File: src/rtl/char_pkg.sv
// Shared state encoding, screen defaults and the X clamping helper
// for the player-character controller.
package char_pkg;

    typedef enum logic [1:0] {PRE, PLAY, INVULN, OVER} state_t;

    localparam int unsigned SCREEN_W_DEF = 640;
    localparam int unsigned SCREEN_H_DEF = 480;

    // dir is {left, right}; only a single held direction moves the character.
    // Right is summed in 12 bits and left compares before subtracting, so X never wraps.
    function automatic logic [10:0] clamp_x(input logic [10:0] x,
                                            input logic [10:0] step,
                                            input logic [1:0]  dir,
                                            input logic [10:0] maxX);
        logic [11:0] sum;
        sum = {1'b0, x} + {1'b0, step};
        case (dir)
            2'b01:   clamp_x = (sum > {1'b0, maxX}) ? maxX : sum[10:0];
            2'b10:   clamp_x = (x < step) ? '0 : x - step;
            default: clamp_x = x;
        endcase
    endfunction

endpackage

File: src/rtl/invuln_timer.sv
// Frame-counted down-counter for the post-hit invulnerability window.
// toggle marks every counted frame; done marks the frame that reaches zero.
module invuln_timer #(
    parameter int unsigned FRAMES = 60
) (
    input  logic clk,
    input  logic resetN,
    input  logic load,
    input  logic startOfFrame,
    input  logic count,
    output logic done,
    output logic toggle
);

    logic [7:0] cnt_q, cnt_d;

    assign toggle = count && startOfFrame;
    assign done   = toggle && (cnt_q == 8'd1);

    always_comb begin
        cnt_d = cnt_q;
        if (load)
            cnt_d = 8'(FRAMES);
        else if (toggle && (cnt_q != '0))
            cnt_d = cnt_q - 8'd1;
    end

    always_ff @(posedge clk or negedge resetN) begin
        if (!resetN)
            cnt_q <= '0;
        else
            cnt_q <= cnt_d;
    end

endmodule

File: src/rtl/char_ctrl.sv
// Player-character controller: horizontal movement on the floor, lives,
// and the post-hit invulnerability/blink window. All outputs are registered.
module char_ctrl
    import char_pkg::*;
#(
    parameter int unsigned SCREEN_W      = SCREEN_W_DEF,
    parameter int unsigned SCREEN_H      = SCREEN_H_DEF,
    parameter int unsigned CHAR_WIDTH    = 20,
    parameter int unsigned CHAR_HEIGHT   = 32,
    parameter int unsigned STEP          = 1,
    parameter int unsigned LIVES         = 3,
    parameter int unsigned INVULN_FRAMES = 60,
    parameter int unsigned INITIAL_X     = 320
) (
    input  logic        clk,
    input  logic        resetN,
    input  logic        startOfFrame,
    input  logic        leftPress,
    input  logic        rightPress,
    input  logic        bubbleHit,
    input  logic        start,
    output logic [10:0] topLeftX,
    output logic [10:0] topLeftY,
    output logic        visible,
    output logic [3:0]  livesLeft,
    output logic        hitPulse,
    output logic        gameOver
);

    localparam logic [10:0] MAX_X   = 11'(SCREEN_W - CHAR_WIDTH);
    localparam logic [10:0] STEP_W  = 11'(STEP);
    localparam logic [10:0] SPAWN_X = 11'(INITIAL_X);
    localparam logic [10:0] FLOOR_Y = 11'(SCREEN_H - 1 - CHAR_HEIGHT);
    localparam logic [3:0]  LIVES_W = 4'(LIVES);

    state_t      state_q;
    logic [10:0] x_q;
    logic        vis_q;
    logic [3:0]  lives_q;
    logic        hit_q;
    logic        over_q;

    logic        hit_accept;
    logic        tmr_load;
    logic        tmr_done;
    logic        tmr_toggle;
    logic [10:0] x_moved;

    assign hit_accept = (state_q == PLAY) && bubbleHit;
    assign tmr_load   = hit_accept && (lives_q != 4'd1);
    assign x_moved    = clamp_x(x_q, STEP_W, {leftPress, rightPress}, MAX_X);

    invuln_timer #(
        .FRAMES(INVULN_FRAMES)
    ) u_timer (
        .clk         (clk),
        .resetN      (resetN),
        .load        (tmr_load),
        .startOfFrame(startOfFrame),
        .count       (state_q == INVULN),
        .done        (tmr_done),
        .toggle      (tmr_toggle)
    );

    always_ff @(posedge clk or negedge resetN) begin
        if (!resetN) begin
            state_q <= PRE;
            x_q     <= SPAWN_X;
            vis_q   <= 1'b1;
            lives_q <= LIVES_W;
            hit_q   <= 1'b0;
            over_q  <= 1'b0;
        end else begin
            hit_q <= 1'b0;
            case (state_q)
                PRE: begin
                    x_q     <= SPAWN_X;
                    lives_q <= LIVES_W;
                    vis_q   <= 1'b1;
                    over_q  <= 1'b0;
                    if (start)
                        state_q <= PLAY;
                end
                PLAY: begin
                    // A hit takes priority over a frame's movement in the same cycle.
                    if (hit_accept) begin
                        hit_q   <= 1'b1;
                        lives_q <= lives_q - 4'd1;
                        if (lives_q == 4'd1) begin
                            state_q <= OVER;
                            over_q  <= 1'b1;
                            vis_q   <= 1'b0;
                        end else begin
                            state_q <= INVULN;
                        end
                    end else if (startOfFrame) begin
                        x_q <= x_moved;
                    end
                end
                INVULN: begin
                    if (startOfFrame)
                        x_q <= x_moved;
                    if (tmr_done) begin
                        state_q <= PLAY;
                        vis_q   <= 1'b1;
                    end else if (tmr_toggle) begin
                        vis_q <= ~vis_q;
                    end
                end
                OVER: begin
                    if (start) begin
                        state_q <= PRE;
                        over_q  <= 1'b0;
                    end
                end
            endcase
        end
    end

    assign topLeftX  = x_q;
    assign topLeftY  = FLOOR_Y;
    assign visible   = vis_q;
    assign livesLeft = lives_q;
    assign hitPulse  = hit_q;
    assign gameOver  = over_q;

endmodule
File: config.mk
export PLATFORM = sky130hd
export DESIGN_NAME = char_ctrl
export DESIGN_NICKNAME = d
export VERILOG_FILES = /design/src/rtl/char_pkg.sv /design/src/rtl/invuln_timer.sv /design/src/rtl/char_ctrl.sv
export SDC_FILE = /design/constraint.sdc
export NUM_CORES = 1
export LEC_CHECK = 0
export ABC_AREA = 0
export CORE_MARGIN = 10
export CORE_UTILIZATION = 58
export CTS_CLUSTER_DIAMETER = 120
export DETAILED_ROUTE_END_ITERATION = 10
export HOLD_SLACK_MARGIN = 0.05
export PLACE_DENSITY = 0.9
export SLEW_MARGIN = 40
export SYNTH_ARGS = -nofsm -noshare
export SYNTH_HDL_FRONTEND = slang
export SYNTH_HIERARCHICAL = 1
export SYNTH_SLANG_ARGS = --single-unit
File: constraint.sdc
create_clock -name clk -period 4.45 [get_ports clk]
set_input_delay 0.445 -clock clk [delete_from_list [all_inputs] [get_ports clk]]
set_output_delay 0.445 -clock clk [all_outputs]
set_load 0.01 [all_outputs]
==> results of run 1 <==
==> final timing paths <==
check,start,to,slack [ns],cells past startpoint
min in group asynchronous,resetN,u_timer/cnt_q[1]$_DFFE_PN0P_,0.53,2
worst min register to register,u_timer/cnt_q[2]$_DFFE_PN0P_,u_timer/cnt_q[2]$_DFFE_PN0P_,0.52,2
max in group asynchronous,resetN,livesLeft[0]$_DFFE_PN1P_,3.60,2
worst max register to register,topLeftX[0]$_DFFE_PN0P_,topLeftX[4]$_DFFE_PN0P_,1.89,7
worst max-delay path,topLeftX[0]$_DFFE_PN0P_,topLeftX[4]$_DFFE_PN0P_,1.89,7
worst min-delay path,u_timer/cnt_q[2]$_DFFE_PN0P_,u_timer/cnt_q[2]$_DFFE_PN0P_,0.52,2
==> stage by stage <==
stage          setup WS, ns  instances  area (um^2)  hold slack (ns)
3_3_place_gp           1.98        332         2460            0.492
6_report               1.89        336         2540            0.522
5_1_grt                1.72        336         2540            0.559
2_1_floorplan          2.09        281         2290            0.149
3_5_place_dp           1.89        332         2460            0.506
4_1_cts                1.92        336         2540            0.530
==> sequential cells by signal, summed over array words and instances (netlist names) <==
register,cells
u_timer/cnt_q,8
topLeftX,11
gameOver,1
visible,1
livesLeft,4
state_q,2
hitPulse,1
==> layer usage <==
| layer | wire length (um) | vias to the layer above | share of wire, % | track usage [%] |
|---|---|---|---|---|
| li1 | - | 981 | - | - |
| met1 | 2260 | 961 | 41 | 21.7 |
| met2 | 2520 | 114 | 46 | 26.8 |
| met3 | 531 | 21 | 9.7 | 2.70 |
| met4 | 155 | 0 | 2.8 | 6.97 |
| met5 | 0 | - | 0 | 0 |
==> kinds of logic (layout without fill, tap and decap cells) <==
| family | count (synthesis) | after routing | share of synthesized area (%) |
|---|---|---|---|
| AOI/OAI and AO/OA | 66 | 66 | 20.2 |
| xor gates and xnor gates | 10 | 10 | 3.88 |
| adders and majority gates | 12 | 12 | 6.65 |
| buffers and inverters | 37 | 44 | 8.43 |
| DFF | 28 | 28 | 31.3 |
| muxes | 8 | 8 | 3.71 |
| other | 2 | 11 | 0.333 |
| and+or+nand+nor | 109 | 109 | 25.5 |
==> area by class of cell <==
| type | instances | area, um^2 |
|---|---|---|
| flip-flops and latches | 28 | 707 |
| multi-input cells | 216 | 1390 |
| fillers | 304 | 1180 |
| well taps | 48 | 60.1 |
| inverters | 15 | 56.3 |
| repair buffers | 25 | 248 |
| clock inverters | 1 | 30.0 |
| clock buffers | 3 | 41.3 |
==> worst register-to-register path: cells and delay by family (launching register included) <==
kind / cells / cell delay (ns)
AND/OR/NAND/NOR: 3 / 0.73
flip-flops: 1 / 0.52
AO/OA/AOI/OAI: 2 / 0.50
multiplexers: 1 / 0.44
adder cells (fa/ha/maj): 1 / 0.30
==> cells in the final DEF, fill, tap and decap left out, drive strengths merged, types with 6 or more instances in the layout <==
master,count
nand2,25
nand2b,6
xnor2,7
conb,11
nand3,8
or3,7
inv,15
dfrtp,23
ha,12
nor3,8
a21oi,13
nor2,25
o21ai,18
clkdlybuf4s50,24
==> power breakdown <==
part	internal, mW	leakage (nW)	total (mW)	switching [mW]
logic	0.313	0.656	0.714	0.401
registers	0.335	0.345	0.448	0.113
clock network	0.121	0.0357	0.208	0.0870
total	0.769	1.04	1.37	0.601
==> out/metrics.yaml, run 1 <==
drt:
  ant_nets: 0
  drc: 0
  drt-pass1-iter-count: 5
  totalWireLength_um: 5470
  drt-initial-drc-count: 229
  post_drt_wl_per_cell_um: 16.3
  num_vias: 2077
  viasPerCell: 6.18
cts:
  cts_buffer_depth: 2
  insertion_delay_ns: 0.28
  ctsResizeCount: 0
  cts_hold_buffers: 0
  clkTransAtPathRegs_ns: 0.10
  cts_tree: "done"
  htreeDepth: 1
  post_cts_buffers: 0
  tritoncts.num_buffers: 3
  cts_sinks: 28
  cts-root-buf: "clkbuf_8"
timing:
  drv_slew: 0
  worstMarginPinSlew_ns: 0.798
  maxSlewHeadroom_pct: 46.7
  finalSetupViolCount: 0
  period_share_pct: 57.5
  max_freq_mhz: 391
  fin_crit_ns: 2.56
  hold_violations: 0
  finalSetupTns_ns: 0
  skew_ns: 0.00174
  rsz0062_at_grt: "false"
pwr:
  p_per_area_mw_per_mm2: 540
  max-vdd-ir-drop_uv: 295
  power_leakage_nw: 1.04
  power_mw: 1.37
grt:
  grt_overflow: 0
  grt_max_degree: 29
  track_usage_pct: 16.7
  grt_pass1_vias: 1900
  antenna_found_initial: 0
  grt_pass1_wl_um: 9160
yosys:
  synth_edf_count: 0
  ys_seq_area_share_pct: 31.3
  synth_area_leader_cell: "dfrtp_1"
  netlist_instances: 272
  synth_ff_type: "dfrtp_1"
  yosys_warnings: 6
  yosys_register_bits: 28
  synth_top_area_share_pct: 25.5
  yosysUniqueCellTypes: 60
  synth.avg_cell_area_um2: 8.30
  yosys-top-cells-count: "nand2_1, nor2_1, dfrtp_1"
  syn_area_mm2: 0.00226
  synth.area.top_cells: "dfrtp_1, ha_1, dfstp_2"
  async_flop_share_pct: 100
layout:
  antenna-diode-count: 0
  nets: 308
  syn2layout_area_growth_pct: 12.4
  drive_above_1_share_pct: 7.29
  finish.utilization_pct: 68.2
floorplan:
  die_h_um: 82.4
  core_region_area_mm2: 0.00372
  die_w_um: 82.4
  dieArea_mm2: 0.00679
  ios: 36
  fp-row-count: 22
  start_util_pct: 60.7
run:
  maxCapViolCount: 0
setup_path:
  cp.buffers_inverters: 0
  crit_type: "reg -> reg"
  end_kind: "flip-flop"
  start_kind: "flip-flop"
  crit_path_cell_trace: "ha_1, nand3_1, nor4_1, mux2_2, and2_1, a211o_1, o21ai_0"
  critical_path.max_fanout: 10
  crit_path_top_delay_cell: "dfrtp_1"
  cp.required_ns: 4.66
  arrival_ns: 2.77
  cp_top_family: "simple AND/OR/NAND/NOR gates"
  slowest_delay_ns: 0.52
hold_path:
  worstHoldPathType: "reg -> reg"
placement:
  place_congestion: 0.901
  hpwlAfterDp_um: 3860
  port_buffers: 24
outcome:
  status: "finished, final reports clean"
(Power assumes the default switching activity.)
==> run 2, diff against run 1 <==
CORE_UTILIZATION = 54   (was 58)
PLACE_DENSITY = 0.85   (was 0.9)
clock period = 2.38 ns   (was 4.45 ns; I/O delays follow)
==> out/metrics.yaml, run 2 (synthesis results as in run 1) <==
setup_path:
  crit_type: "reg -> reg"
  arrival_ns: 2.51
  critical_path.max_fanout: 11
  reg2reg_from: "topLeftX[4]$_DFFE_PN0P_"
  reg2reg_slack_ns: 0.07
  r2r_cells: 5
  reg2reg_to: "topLeftX[10]$_DFFE_PN0P_"
  start_kind: "flip-flop"
  end_kind: "flip-flop"
  cp.required_ns: 2.57
pwr:
  p_clk_share_pct: 14.8
  p_per_area_mw_per_mm2: 1010
  power_mw: 2.70
  p_seq_share_pct: 28.3
  switchingPower_mw: 1.18
  power_leakage_nw: 1.12
  swShare_pct: 43.9
  p_int_mw: 1.51
  max-vdd-ir-drop_uv: 371
  comb_power_share_pct: 56.9
floorplan:
  ios: 36
  die_h_um: 84.7
  start_util_pct: 56.0
  die_w_um: 84.7
  fp-row-count: 23
  core_region_area_mm2: 0.00403
  dieArea_mm2: 0.00717
layout:
  syn2layout_area_growth_pct: 18.3
  drive_above_1_share_pct: 12.8
  nets: 324
  final_cell_mix: "nor2_1, nand2_1, clkdlybuf4s50_1"
  antenna-diode-count: 0
  largest_reg_flops: 11
  nFillCells: 339
  final-instance-count-excl-fill: 354
drt:
  post_drt_wl_per_cell_um: 17.0
  totalWireLength_um: 6010
  ant_nets: 0
  drt-initial-drc-count: 230
  viasPerCell: 6.20
  num_vias: 2195
  drc: 0
  drt-pass1-iter-count: 5
cts:
  post_cts_buffers: 0
  cts-root-buf: "clkbuf_8"
  cts_sinks: 28
  cts_tree: "done"
  cts_buffer_depth: 2
  insertion_delay_ns: 0.29
  cts_hold_buffers: 0
  clkTransAtPathRegs_ns: 0.11
  tritoncts.num_buffers: 3
  htreeDepth: 1
  ctsResizeCount: 0
grt:
  grt_pass1_wl_um: 10000
  track_usage_pct: 16.4
  grt_pass1_vias: 2111
  grt_max_degree: 29
  grt_overflow: 0
  antenna_found_initial: 0
placement:
  hpwlAfterDp_um: 4430
  place_congestion: 0.993
  port_buffers: 24
  dp.cells: 350
timing:
  skew_ns: 0.00956
  hold_violations: 0
  max_freq_mhz: 432
  fin_crit_ns: 2.31
  period_share_pct: 97.2
  drv_slew: 0
  finalSetupViolCount: 0
hold_path:
  worstHoldPathType: "in -> async"
run:
  maxCapViolCount: 0
outcome:
  status: "finished, final reports clean"
run 2: cell count changes in the layout (fill, tap and decap cells not counted):
cell and delta:
buf_4 +16, a31oi_1 -1, a31oi_2 +1, nor4_1 -1
nor4_2 +1
run 2: through the flow:
| step | hold WS, ns | TNS, ns | worst slack [ns] | utilization [%] | instance area [um^2] |
|---|---|---|---|---|---|
| after floorplan | -0.0576 | 0 | 0.0224 | - | 2290 |
| after global placement | 0.493 | 0 | 0.162 | 64.2 | 2590 |
| after detailed placement | 0.495 | 0 | 0.138 | 64.2 | 2590 |
| after CTS | 0.345 | 0 | 0.101 | 66.0 | 2660 |
| after global routing | 0.345 | -0.0872 | -0.0416 | 66.3 | 2670 |
| final | 0.318 | 0 | 0.0661 | 66.3 | 2670 |
run 2: final cells by class:
cell class	count	area (um^2)	share of cell area, %
Sequential cell	28	707	26.5
Multi-Input combinational cell	216	1410	52.6
Inverter	15	56.3	2.11
Tap cell	50	62.6	2.34
Clock inverter	1	30.0	1.12
Clock buffer	3	41.3	1.55
Timing Repair Buffer	41	368	13.8
run 2: worst max-delay path by stage:
| stage | from | endpoint |
|---|---|---|
| 6_report | topLeftX[4]$_DFFE_PN0P_ | topLeftX[10]$_DFFE_PN0P_ |
| 5_1_grt | topLeftX[0]$_DFFE_PN0P_ | topLeftX[5]$_DFFE_PN0P_ |
| 4_1_cts | topLeftX[0]$_DFFE_PN0P_ | topLeftX[0]$_DFFE_PN0P_ |
| 3_5_place_dp | topLeftX[6]$_DFFE_PN1P_ | topLeftX[10]$_DFFE_PN0P_ |
| 3_3_place_gp | topLeftX[6]$_DFFE_PN1P_ | topLeftX[10]$_DFFE_PN0P_ |
| 2_1_floorplan | topLeftX[5]$_DFFE_PN0P_ | topLeftX[10]$_DFFE_PN0P_ |
run 2: routing by layer:
layer | track usage [%] | wire length (um) | vias to the layer above
met5 | 0 | 0 | -
met2 | 28.0 | 2890 | 130
met3 | 3.86 | 671 | 19
met1 | 19.2 | 2290 | 1027
met4 | 6.59 | 164 | 0
li1 | - | - | 1019
run 2: power by group through the flow:
stage,clock (mW),sequential [mW],combinational [mW]
after floorplan,0,0.786,0.957
final,0.400,0.762,1.53
after detailed placement,0,0.765,1.49
after global placement,0,0.755,1.46
after global routing,0.411,0.783,1.69
after CTS,0.392,0.756,1.51
run 2: worst max-delay path: stages (launching register included):
cell and delay (ns):
dfrtp_1 0.52, or4_4 0.50, or3_4 0.41, or3_1 0.33
a21o_1 0.19, a32o_1 0.25
